[src/rtl/fib_pkg.sv]
// Shared types and constants for the Fibonacci display sequencer.
// The optional per-stage watchdog is enabled with the FIB_WATCHDOG_EN macro.
package fib_pkg;

    typedef enum logic [2:0] {
        ST_IDLE,
        ST_CHECK,
        ST_B2B,
        ST_FIB,
        ST_B2BCD,
        ST_DONE,
        ST_ERROR
    } state_e;

    typedef enum logic [1:0] {
        ERR_NONE    = 2'd0,
        ERR_BCD     = 2'd1,
        ERR_OVF     = 2'd2,
        ERR_TIMEOUT = 2'd3
    } err_code_e;

    // fib(20) = 6765 is the largest value that fits four BCD digits.
    localparam int         MAX_N_DEFAULT = 20;
    localparam logic [3:0] BCD_DIGIT_MAX = 4'd9;

    function automatic logic bcd_pair_valid(input logic [7:0] bcd);
        return (bcd[7:4] <= BCD_DIGIT_MAX) && (bcd[3:0] <= BCD_DIGIT_MAX);
    endfunction

endpackage

[src/rtl/fib_sequencer_if.sv]
// Handshake bundle between the sequencer (master) and its start input,
// the three conversion/compute units and the display side (slave).
interface fib_sequencer_if #(
    parameter int N_W      = 7,
    parameter int RESULT_W = 14
);
    logic                start_i;
    logic [7:0]          iterations_bcd_i;

    logic                b2b_start_o;
    logic [7:0]          b2b_bcd_o;
    logic                b2b_done_i;
    logic [N_W-1:0]      b2b_bin_i;

    logic                fib_start_o;
    logic [N_W-1:0]      fib_n_o;
    logic                fib_done_i;
    logic [RESULT_W-1:0] fib_result_i;

    logic                bin2bcd_start_o;
    logic [RESULT_W-1:0] bin2bcd_bin_o;
    logic                bin2bcd_done_i;
    logic [15:0]         bin2bcd_bcd_i;

    logic [15:0]         result_bcd_o;
    logic                busy_o;
    logic                done_tick_o;
    logic                error_o;
    logic [1:0]          err_code_o;

    modport master (
        input  start_i, iterations_bcd_i,
        input  b2b_done_i, b2b_bin_i,
        input  fib_done_i, fib_result_i,
        input  bin2bcd_done_i, bin2bcd_bcd_i,
        output b2b_start_o, b2b_bcd_o,
        output fib_start_o, fib_n_o,
        output bin2bcd_start_o, bin2bcd_bin_o,
        output result_bcd_o, busy_o, done_tick_o, error_o, err_code_o
    );

    modport slave (
        output start_i, iterations_bcd_i,
        output b2b_done_i, b2b_bin_i,
        output fib_done_i, fib_result_i,
        output bin2bcd_done_i, bin2bcd_bcd_i,
        input  b2b_start_o, b2b_bcd_o,
        input  fib_start_o, fib_n_o,
        input  bin2bcd_start_o, bin2bcd_bin_o,
        input  result_bcd_o, busy_o, done_tick_o, error_o, err_code_o
    );

endinterface

[src/rtl/stage_watchdog.sv]
// Per-stage cycle counter for the sequencer; raises timeout in the
// TIMEOUT_CYCLES-th cycle of a stage. Only built with FIB_WATCHDOG_EN.
module stage_watchdog #(
    parameter int TIMEOUT_CYCLES = 1000000
) (
    input  logic clk_i,
    input  logic reset_i,
    input  logic clear,
    input  logic enable,
    output logic timeout
);

    localparam int CNT_W = $clog2(TIMEOUT_CYCLES + 1);

    logic [CNT_W-1:0] count;

    // clear marks the first stage cycle, so count equals cycles already spent.
    always_ff @(posedge clk_i) begin
        if (reset_i) begin
            count <= '0;
        end else if (clear) begin
            count <= CNT_W'(1);
        end else if (enable && !timeout) begin
            count <= count + CNT_W'(1);
        end
    end

    assign timeout = enable && !clear && (count == CNT_W'(TIMEOUT_CYCLES - 1));

endmodule

[src/rtl/fib_sequencer.sv]
// Control FSM sequencing BCD->binary, Fibonacci engine and binary->BCD units.
// Define FIB_WATCHDOG_EN to add a per-stage timeout (error code 3).
module fib_sequencer
    import fib_pkg::*;
#(
    parameter int N_W   = 7,
    parameter int MAX_N = MAX_N_DEFAULT
`ifdef FIB_WATCHDOG_EN
    ,
    parameter int TIMEOUT_CYCLES = 1000000
`endif
) (
    input  logic                  clk_i,
    input  logic                  reset_i,
    fib_sequencer_if.master       bus
);

    state_e state;
    logic   stage_timeout;

`ifdef FIB_WATCHDOG_EN
    logic stage_active;
    logic stage_entry;

    assign stage_active = (state == ST_B2B) || (state == ST_FIB) || (state == ST_B2BCD);
    assign stage_entry  = bus.b2b_start_o | bus.fib_start_o | bus.bin2bcd_start_o;

    stage_watchdog #(
        .TIMEOUT_CYCLES(TIMEOUT_CYCLES)
    ) u_watchdog (
        .clk_i   (clk_i),
        .reset_i (reset_i),
        .clear   (stage_entry),
        .enable  (stage_active),
        .timeout (stage_timeout)
    );
`else
    assign stage_timeout = 1'b0;
`endif

    // The registered start pulse doubles as the "first cycle of this stage"
    // marker, so a done arriving alongside it is ignored.
    always_ff @(posedge clk_i) begin
        if (reset_i) begin
            state               <= ST_IDLE;
            bus.b2b_start_o     <= 1'b0;
            bus.b2b_bcd_o       <= '0;
            bus.fib_start_o     <= 1'b0;
            bus.fib_n_o         <= '0;
            bus.bin2bcd_start_o <= 1'b0;
            bus.bin2bcd_bin_o   <= '0;
            bus.result_bcd_o    <= '0;
            bus.busy_o          <= 1'b0;
            bus.done_tick_o     <= 1'b0;
            bus.error_o         <= 1'b0;
            bus.err_code_o      <= ERR_NONE;
        end else begin
            // NOTE: pulses default low here and are re-raised below; with
            // non-blocking assignment the later write in this block wins.
            bus.b2b_start_o     <= 1'b0;
            bus.fib_start_o     <= 1'b0;
            bus.bin2bcd_start_o <= 1'b0;
            bus.done_tick_o     <= 1'b0;

            case (state)
                ST_IDLE, ST_DONE, ST_ERROR: begin
                    if (bus.start_i) begin
                        bus.b2b_bcd_o  <= bus.iterations_bcd_i;
                        bus.error_o    <= 1'b0;
                        bus.err_code_o <= ERR_NONE;
                        bus.busy_o     <= 1'b1;
                        state          <= ST_CHECK;
                    end
                end

                ST_CHECK: begin
                    if (!bcd_pair_valid(bus.b2b_bcd_o)) begin
                        bus.error_o    <= 1'b1;
                        bus.err_code_o <= ERR_BCD;
                        bus.busy_o     <= 1'b0;
                        state          <= ST_ERROR;
                    end else begin
                        bus.b2b_start_o <= 1'b1;
                        state           <= ST_B2B;
                    end
                end

                ST_B2B: begin
                    if (!bus.b2b_start_o && bus.b2b_done_i) begin
                        bus.fib_n_o <= bus.b2b_bin_i;
                        if (bus.b2b_bin_i > N_W'(MAX_N)) begin
                            bus.error_o    <= 1'b1;
                            bus.err_code_o <= ERR_OVF;
                            bus.busy_o     <= 1'b0;
                            state          <= ST_ERROR;
                        end else begin
                            bus.fib_start_o <= 1'b1;
                            state           <= ST_FIB;
                        end
                    end else if (stage_timeout) begin
                        bus.error_o    <= 1'b1;
                        bus.err_code_o <= ERR_TIMEOUT;
                        bus.busy_o     <= 1'b0;
                        state          <= ST_ERROR;
                    end
                end

                ST_FIB: begin
                    if (!bus.fib_start_o && bus.fib_done_i) begin
                        bus.bin2bcd_bin_o   <= bus.fib_result_i;
                        bus.bin2bcd_start_o <= 1'b1;
                        state               <= ST_B2BCD;
                    end else if (stage_timeout) begin
                        bus.error_o    <= 1'b1;
                        bus.err_code_o <= ERR_TIMEOUT;
                        bus.busy_o     <= 1'b0;
                        state          <= ST_ERROR;
                    end
                end

                ST_B2BCD: begin
                    if (!bus.bin2bcd_start_o && bus.bin2bcd_done_i) begin
                        bus.result_bcd_o <= bus.bin2bcd_bcd_i;
                        bus.done_tick_o  <= 1'b1;
                        bus.busy_o       <= 1'b0;
                        state            <= ST_DONE;
                    end else if (stage_timeout) begin
                        bus.error_o    <= 1'b1;
                        bus.err_code_o <= ERR_TIMEOUT;
                        bus.busy_o     <= 1'b0;
                        state          <= ST_ERROR;
                    end
                end

                default: begin
                    bus.busy_o <= 1'b0;
                    state      <= ST_IDLE;
                end
            endcase
        end
    end

endmodule

[src/flat_wrapper.sv]
// flat-port wrapper written by rule: the top's interface ports become plain ports
module fib_sequencer_flat import fib_pkg::*;
#(
    parameter int N_W   = 7,
    parameter int MAX_N = MAX_N_DEFAULT

)
  (clk_i, reset_i, bus_start_i, bus_iterations_bcd_i, bus_b2b_done_i, bus_b2b_bin_i, bus_fib_done_i, bus_fib_result_i, bus_bin2bcd_done_i, bus_bin2bcd_bcd_i, bus_b2b_start_o, bus_b2b_bcd_o, bus_fib_start_o, bus_fib_n_o, bus_bin2bcd_start_o, bus_bin2bcd_bin_o, bus_result_bcd_o, bus_busy_o, bus_done_tick_o, bus_error_o, bus_err_code_o);
  fib_sequencer_if #(.N_W(N_W), .RESULT_W(14)) bus_i ();
  input  logic clk_i;
  input  logic reset_i;
  input wire logic [$bits(bus_i.start_i)-1:0] bus_start_i;
  input wire logic [$bits(bus_i.iterations_bcd_i)-1:0] bus_iterations_bcd_i;
  input wire logic [$bits(bus_i.b2b_done_i)-1:0] bus_b2b_done_i;
  input wire logic [$bits(bus_i.b2b_bin_i)-1:0] bus_b2b_bin_i;
  input wire logic [$bits(bus_i.fib_done_i)-1:0] bus_fib_done_i;
  input wire logic [$bits(bus_i.fib_result_i)-1:0] bus_fib_result_i;
  input wire logic [$bits(bus_i.bin2bcd_done_i)-1:0] bus_bin2bcd_done_i;
  input wire logic [$bits(bus_i.bin2bcd_bcd_i)-1:0] bus_bin2bcd_bcd_i;
  output wire logic [$bits(bus_i.b2b_start_o)-1:0] bus_b2b_start_o;
  output wire logic [$bits(bus_i.b2b_bcd_o)-1:0] bus_b2b_bcd_o;
  output wire logic [$bits(bus_i.fib_start_o)-1:0] bus_fib_start_o;
  output wire logic [$bits(bus_i.fib_n_o)-1:0] bus_fib_n_o;
  output wire logic [$bits(bus_i.bin2bcd_start_o)-1:0] bus_bin2bcd_start_o;
  output wire logic [$bits(bus_i.bin2bcd_bin_o)-1:0] bus_bin2bcd_bin_o;
  output wire logic [$bits(bus_i.result_bcd_o)-1:0] bus_result_bcd_o;
  output wire logic [$bits(bus_i.busy_o)-1:0] bus_busy_o;
  output wire logic [$bits(bus_i.done_tick_o)-1:0] bus_done_tick_o;
  output wire logic [$bits(bus_i.error_o)-1:0] bus_error_o;
  output wire logic [$bits(bus_i.err_code_o)-1:0] bus_err_code_o;
  assign bus_i.start_i = bus_start_i;
  assign bus_i.iterations_bcd_i = bus_iterations_bcd_i;
  assign bus_i.b2b_done_i = bus_b2b_done_i;
  assign bus_i.b2b_bin_i = bus_b2b_bin_i;
  assign bus_i.fib_done_i = bus_fib_done_i;
  assign bus_i.fib_result_i = bus_fib_result_i;
  assign bus_i.bin2bcd_done_i = bus_bin2bcd_done_i;
  assign bus_i.bin2bcd_bcd_i = bus_bin2bcd_bcd_i;
  assign bus_b2b_start_o = bus_i.b2b_start_o;
  assign bus_b2b_bcd_o = bus_i.b2b_bcd_o;
  assign bus_fib_start_o = bus_i.fib_start_o;
  assign bus_fib_n_o = bus_i.fib_n_o;
  assign bus_bin2bcd_start_o = bus_i.bin2bcd_start_o;
  assign bus_bin2bcd_bin_o = bus_i.bin2bcd_bin_o;
  assign bus_result_bcd_o = bus_i.result_bcd_o;
  assign bus_busy_o = bus_i.busy_o;
  assign bus_done_tick_o = bus_i.done_tick_o;
  assign bus_error_o = bus_i.error_o;
  assign bus_err_code_o = bus_i.err_code_o;
  fib_sequencer #(.N_W(N_W), .MAX_N(MAX_N)) u_core (.clk_i(clk_i), .reset_i(reset_i), .bus(bus_i));
endmodule
[config.mk]
export PLATFORM = sky130hd
export DESIGN_NAME = fib_sequencer_flat
export DESIGN_NICKNAME = d
export VERILOG_FILES = /design/src/rtl/fib_pkg.sv /design/src/rtl/fib_sequencer_if.sv /design/src/rtl/stage_watchdog.sv /design/src/rtl/fib_sequencer.sv /design/src/flat_wrapper.sv
export SDC_FILE = /design/constraint.sdc
export NUM_CORES = 1
export LEC_CHECK = 0
export BUFFER_PORTS_ARGS = -buffer_cell sky130_fd_sc_hd__buf_4
export CORE_ASPECT_RATIO = 1.4
export CORE_MARGIN = 5
export CORE_UTILIZATION = 30
export DETAILED_ROUTE_END_ITERATION = 6
export SYNTH_ARGS = -nofsm -noshare
export SYNTH_HDL_FRONTEND = slang
export SYNTH_SLANG_ARGS = --single-unit
[constraint.sdc]
create_clock -name clk_i -period 2.59 [get_ports clk_i]
set_input_delay 0 -clock clk_i [delete_from_list [all_inputs] [get_ports clk_i]]
set_output_delay 0 -clock clk_i [all_outputs]
set_load 0.005 [all_outputs]
Word-level counts from Yosys, hierarchy flattened
Cells that the tools add are included.
{ "word_totals": {"output_inout_bits": 53, "wordCells": 80, "ff_bits": 56, "input_bits": 51} }
{ "classes": {"muxes": 27, "magnitude_cmp": 3, "n_eq_ne": 12, "reduce_logical": 21, "bitwise": 5} }
{ "op_table": {"columns": ["op", "count"], "rows": [
  ["$mux 3", 6],
  ["$pmux 3 s5", 1],
  ["$mux 1", 13],
  ["$eq 3x3->1 const B", 3],
  ["$le 4x4->1 const B", 2],
  ["$mux 2", 4],
  ["$ne 2x1->1 const B", 4],
  ["$reduce_and 2->1", 4],
  ["$gt 7x5->1 const B", 1],
  ["$eq 3x2->1 const B", 2],
  ["$pmux 2 s3", 1],
  ["$reduce_and 6->1", 1],
  ["$reduce_or 2->1", 3],
  ["$reduce_or 3->1", 2],
  ["$not 1->1", 5],
  ["$pmux 1 s5", 1],
  ["$reduce_and 5->1", 1],
  ["$logic_and 1x1->1", 4],
  ["$ne 2x2->1 const B", 2],
  ["$reduce_and 4->1", 1],
  ["$eq 3x1->1 const B", 1],
  ["$logic_not 1->1", 3],
  ["$logic_not 3->1", 1],
  ["$pmux 1 s3", 1],
  ["$reduce_bool 3->1", 1]
]} }

Longest topological paths before layout
{ "depth": {"depth_word": 4, "depth_mapped": 7, "depth_no_buf": 4} }

Worst setup path before layout
Ideal clock, no wire load.
{ "synth_timing": {"path_kind": "register to register", "from": "reg u_core.state[1]", "to": "reg u_core.bus.bin2bcd_bin_o[0]", "slack_ps": 1237, "required_ps": 2458, "synth_period_minus_slack_ps": 1353, "setup_time_ps": 132, "arrival_time_ps": 1221, "path_buffers": 3, "path_stages_with_launch": 8, "path_cell_list": "dfxtp_1 > buf_6 > inv_2 > or3_1 > buf_2 > buf_6 > nand2_1 > a21oi_1"} }
{ "synth_between": {"elab_chain_cells": 2} }
{ "synth_rtl": {"columns": ["element", "line_no", "rtl"], "rows": [
  ["from (decl)", "fib_sequencer.sv:18", "state_e state;"],
  ["from (signal assigned)", "fib_sequencer.sv:45", "state <= ST_IDLE;"],
  ["from (signal assigned)", "fib_sequencer.sv:72", "state <= ST_CHECK;"],
  ["from (signal assigned)", "fib_sequencer.sv:81", "state <= ST_ERROR;"],
  ["$eq 3x2->1", "fib_sequencer.sv:65", "case (state)"],
  ["$reduce_and 2->1 (no source line)", null, null],
  ["to (signal assigned)", "fib_sequencer.sv:110", "bus.bin2bcd_bin_o <= bus.fib_result_i;"],
  ["to (decl)", "fib_sequencer_if.sv:38", "output bin2bcd_start_o, bin2bcd_bin_o,"]
]} }
Every way passes these cells.
A chain may end at the register's enable or synchronous reset.

Worst setup path after layout
{ "layout_timing": {"from": "reg u_core.state[1]", "to": "reg u_core.bus.fib_n_o[3]"} }
{ "layout_between": {"elab_chain_cells": 2} }
{ "layout_rtl": {"columns": ["element", "line_no", "rtl"], "rows": [
  ["$eq 3x2->1", "fib_sequencer.sv:65", null],
  ["$reduce_and 2->1 (no source line)", null, null],
  ["to (signal assigned)", "fib_sequencer.sv:90", "bus.fib_n_o <= bus.b2b_bin_i;"],
  ["to (decl)", "fib_sequencer_if.sv:37", "output fib_start_o, fib_n_o,"]
]} }
Every way passes these cells.

==> metrics.txt <==
# TYPE chip_impl_metric gauge
chip_impl_metric{name="cts-buffers-inserted",unit=""} 5
chip_impl_metric{name="initial_utilization",unit="%"} 30.25
chip_impl_metric{name="finalSetupViolations",unit=""} 0
chip_impl_metric{name="drt-total-wl",unit="um"} 6765
chip_impl_metric{name="synthCells",unit=""} 273
chip_impl_metric{name="syn_nets",unit=""} 324
chip_impl_metric{name="yosys_warnings",unit=""} 0
chip_impl_metric{name="finalCritPeriodShare",unit="%"} 75.89
chip_impl_metric{name="leakagePower",unit="nW"} 1.560
chip_impl_info{name="critPathSlowestCell",value="dfxtp_1"} 1
chip_impl_info{name="clock_tree_from_tritoncts",value="built"} 1
chip_impl_info{name="hold_path.startpoint",value="bus_start_i"} 1
chip_impl_info{name="mostFrequentLayoutCells",value="buf_4, nand2_1, dfxtp_1"} 1
chip_impl_metric{name="floorplan.core_area",unit="um^2"} 7655
chip_impl_info{name="clock_tree.root_cell",value="clkbuf_8"} 1
chip_impl_metric{name="worst_ir_drop_vdd",unit="uV"} 428.0
chip_impl_metric{name="number_of_clock_sinks",unit=""} 56
chip_impl_metric{name="finalClockSkew",unit="ps"} 8.404
chip_impl_metric{name="critical_path.max_fanout",unit=""} 20
chip_impl_metric{name="critical_path.max_stage_delay",unit="ps"} 770
chip_impl_metric{name="worstSkewPairLatency",unit="ps"} 310
chip_impl_metric{name="drt_pre_antenna_iters",unit=""} 4
chip_impl_metric{name="drtIter0Drc",unit=""} 108
chip_impl_metric{name="final_hold_viol_count",unit=""} 0
chip_impl_metric{name="route.detailed.drc",unit=""} 0
chip_impl_info{name="crit_type",value="reg2reg"} 1
chip_impl_metric{name="rows",unit=""} 38
chip_impl_metric{name="min_period",unit="ps"} 1966
chip_impl_metric{name="die_footprint",unit="um^2"} 9602
chip_impl_metric{name="totalNegativeSetupSlack",unit="ps"} 0
chip_impl_metric{name="fmaxAchievable",unit="MHz"} 508.8
chip_impl_metric{name="fin_hold_ws",unit="ps"} 69.50
chip_impl_metric{name="grt_start_max_net_pins",unit=""} 58
chip_impl_metric{name="design_area",unit="um^2"} 3664
chip_impl_metric{name="relSlewSlack",unit="%"} 54.77
chip_impl_metric{name="width_of_the_die",unit="um"} 84.26
chip_impl_metric{name="detail-route-antenna-nets",unit=""} 0
chip_impl_metric{name="part_of_the_yosys_area_used_for_sequential_elements",unit="%"} 48.41
chip_impl_metric{name="residual_overflow_from_global_routing",unit=""} 0
chip_impl_metric{name="die-height",unit="um"} 114.0
chip_impl_metric{name="tightest_slew",unit="ps"} 677.5
chip_impl_metric{name="portBuffers",unit=""} 103
chip_impl_info{name="prevailing_post_synth_register_cell",value="dfxtp_1"} 1
chip_impl_metric{name="least_setup_slack_across_all_paths_after_layout",unit="ps"} 624.4
chip_impl_metric{name="route.detailed.wl_per_inst",unit="um"} 13.32
chip_impl_metric{name="synthArstFlopShare",unit="%"} 0
chip_impl_metric{name="max-clock-path-buffers",unit=""} 2
chip_impl_info{name="layout_commonest_cell",value="buf_4"} 1
chip_impl_metric{name="place_worst_setup_slack",unit="ps"} 694.5
chip_impl_metric{name="synth_area_per_cell",unit="um^2"} 8.483
chip_impl_info{name="timing.critical_path.from_type",value="register"} 1
chip_impl_metric{name="diodes",unit=""} 0
chip_impl_metric{name="clk_transition_reported_paths",unit="ps"} 100
chip_impl_info{name="timing.critical_path.to_type",value="register"} 1
chip_impl_metric{name="power_density_cells",unit="nW/um^2"} 713.9
chip_impl_metric{name="yosysUniqueCellTypes",unit=""} 40
chip_impl_info{name="crit_path_start",value="u_core.state[1]"} 1
chip_impl_metric{name="via_count_of_the_first_global_routing_pass",unit=""} 2324
chip_impl_metric{name="antenna_found_initial",unit=""} 0
chip_impl_metric{name="grt_first_pass_wirelength",unit="um"} 11210
chip_impl_metric{name="routed_via_density",unit=""} 4.553
chip_impl_metric{name="io-pin-count",unit=""} 104
chip_impl_metric{name="register_bit_total_from_synthesis",unit=""} 56
chip_impl_info{name="rsz0062_at_grt",value="false"} 1
chip_impl_metric{name="htree_levels",unit=""} 2
chip_impl_metric{name="synth_enable_flop_cells",unit=""} 0
chip_impl_metric{name="postPlaceCellArea",unit="um^2"} 3087
chip_impl_metric{name="arrival",unit="ps"} 2140
chip_impl_metric{name="max-cap-violations",unit=""} 0
chip_impl_info{name="outcome",value="completed"} 1
chip_impl_info{name="crit_path_cell_trace",value="nor2b_2, nand3b_1, mux2i_1, nor2_1"} 1
chip_impl_metric{name="detailedPlacementHpwl",unit="um"} 4420
chip_impl_metric{name="postCtsResizedCells",unit=""} 0
chip_impl_metric{name="grt_usage",unit="%"} 14.05
chip_impl_metric{name="timing.final.max_slew_violations",unit=""} 0
chip_impl_info{name="crit-reg2reg-launch",value="u_core.state[1]"} 1
chip_impl_metric{name="gp_routability_congestion",unit=""} 0.7211
chip_impl_metric{name="layout.nets",unit=""} 458
chip_impl_metric{name="drive_gt1_share",unit="%"} 29.90
chip_impl_info{name="min-delay-path-class",value="in2reg"} 1
chip_impl_metric{name="vias",unit=""} 2313
chip_impl_metric{name="required",unit="ps"} 2770
chip_impl_metric{name="area_delta_synth_final",unit="%"} 58.18
chip_impl_metric{name="synthesis.area",unit="um^2"} 2316
==> power by group <==
| group | total, mW | internal (mW) | switching (mW) |
|---|---|---|---|
| logic | 0.861 | 0.450 | 0.410 |
| clock network | 0.621 | 0.342 | 0.279 |
| registers | 1.13 | 0.978 | 0.155 |
==> kinds of logic (layout without fill, tap and decap cells) <==
family          after synthesis  after routing  share of synthesized area (%)
mux                           9              9                          3.890
flops                        56             56                          48.41
buf+inv                      24            159                          6.158
simple gates                110            110                          22.37
compound gates               73             73                          18.48
xor+xnor                      1              1                         0.7025
==> cell usage after synthesis (2+ instances only) <==
master | n | area (um^2)
buf_2 | 8 | 40.04
a211oi_1 | 3 | 22.52
o21ai_0 | 15 | 75.07
nor3_2 | 2 | 20.02
nand2_1 | 64 | 240.2
a21o_1 | 3 | 22.52
buf_6 | 5 | 56.30
dfxtp_1 | 56 | 1121
mux2i_1 | 9 | 90.09
or3_1 | 2 | 12.51
nor2_1 | 11 | 41.29
nand3b_1 | 3 | 22.52
nand3_1 | 10 | 50.05
nand2b_1 | 7 | 43.79
nor3_1 | 3 | 15.01
a21oi_1 | 43 | 215.2
clkbuf_1 | 6 | 22.52
==> final cells by class <==
type / instances / area, um^2
sequential: 56 / 1121
timing repair buffer: 149 / 1231
inverter: 2 / 7.507
fill: 748 / 3991
clock inverter: 1 / 30.03
clock buffer: 7 / 96.34
tap: 100 / 125.1
multi-input combinational: 193 / 1052
==> through the flow <==
| stage | std cells | power (mW) | utilization (%) |
|---|---|---|---|
| finish | 508 | 2.615 | 47.86 |
| global route | 508 | 2.799 | 47.86 |
| CTS | 508 | 2.657 | 47.86 |
| detailed placement | 455 | 1.968 | 40.32 |
| global placement | 455 | 1.952 | 40.32 |
| floorplan | 273 | 1.701 | - |
==> layer usage <==
metal | part of all wire, % | GRT usage (%) | vias up
met1 | 42 | 16.84 | 1048
li1 | - | - | 1186
met3 | 6.6 | 3.179 | 7
met4 | 1.3 | 3.970 | 0
met2 | 51 | 25.03 | 72
met5 | 0 | 0 | -
==> flip-flops by register name, summed over array words and instances, names as in the netlist <==
name / cells
u_core.bus.done_tick_o: 1
u_core.bus.error_o: 1
u_core.bus.bin2bcd_bin_o: 14
u_core.bus.fib_n_o: 7
u_core.bus.fib_start_o: 1
u_core.bus.busy_o: 1
u_core.bus.b2b_bcd_o: 8
u_core.bus.result_bcd_o: 16
u_core.bus.b2b_start_o: 1
u_core.bus.bin2bcd_start_o: 1
u_core.bus.err_code_o: 2
u_core.state: 3
==> critical path, delay by kind of cell, from the launching register on <==
family           cells  cell delay [ps]
muxes                1              290
and+or+nand+nor      3              760
DFF                  1              770
==> final timing paths <==
path	to	slack (ps)	cells past startpoint
worst max-delay path	u_core.bus.fib_n_o[3]	620	4
worst min-delay path	u_core.bus.b2b_bcd_o[2]	70	3
worst max register to register	u_core.bus.fib_n_o[3]	620	4
worst min register to register	u_core.bus.result_bcd_o[10]	460	2
==> repair_timing <==
action,in CTS,in global routing
setup endpoints to repair,0,0
setup buffers,0,0
hold endpoints to repair,45,0
hold buffers,45,0
No activity file was read; power rests on OpenSTA's default activity.
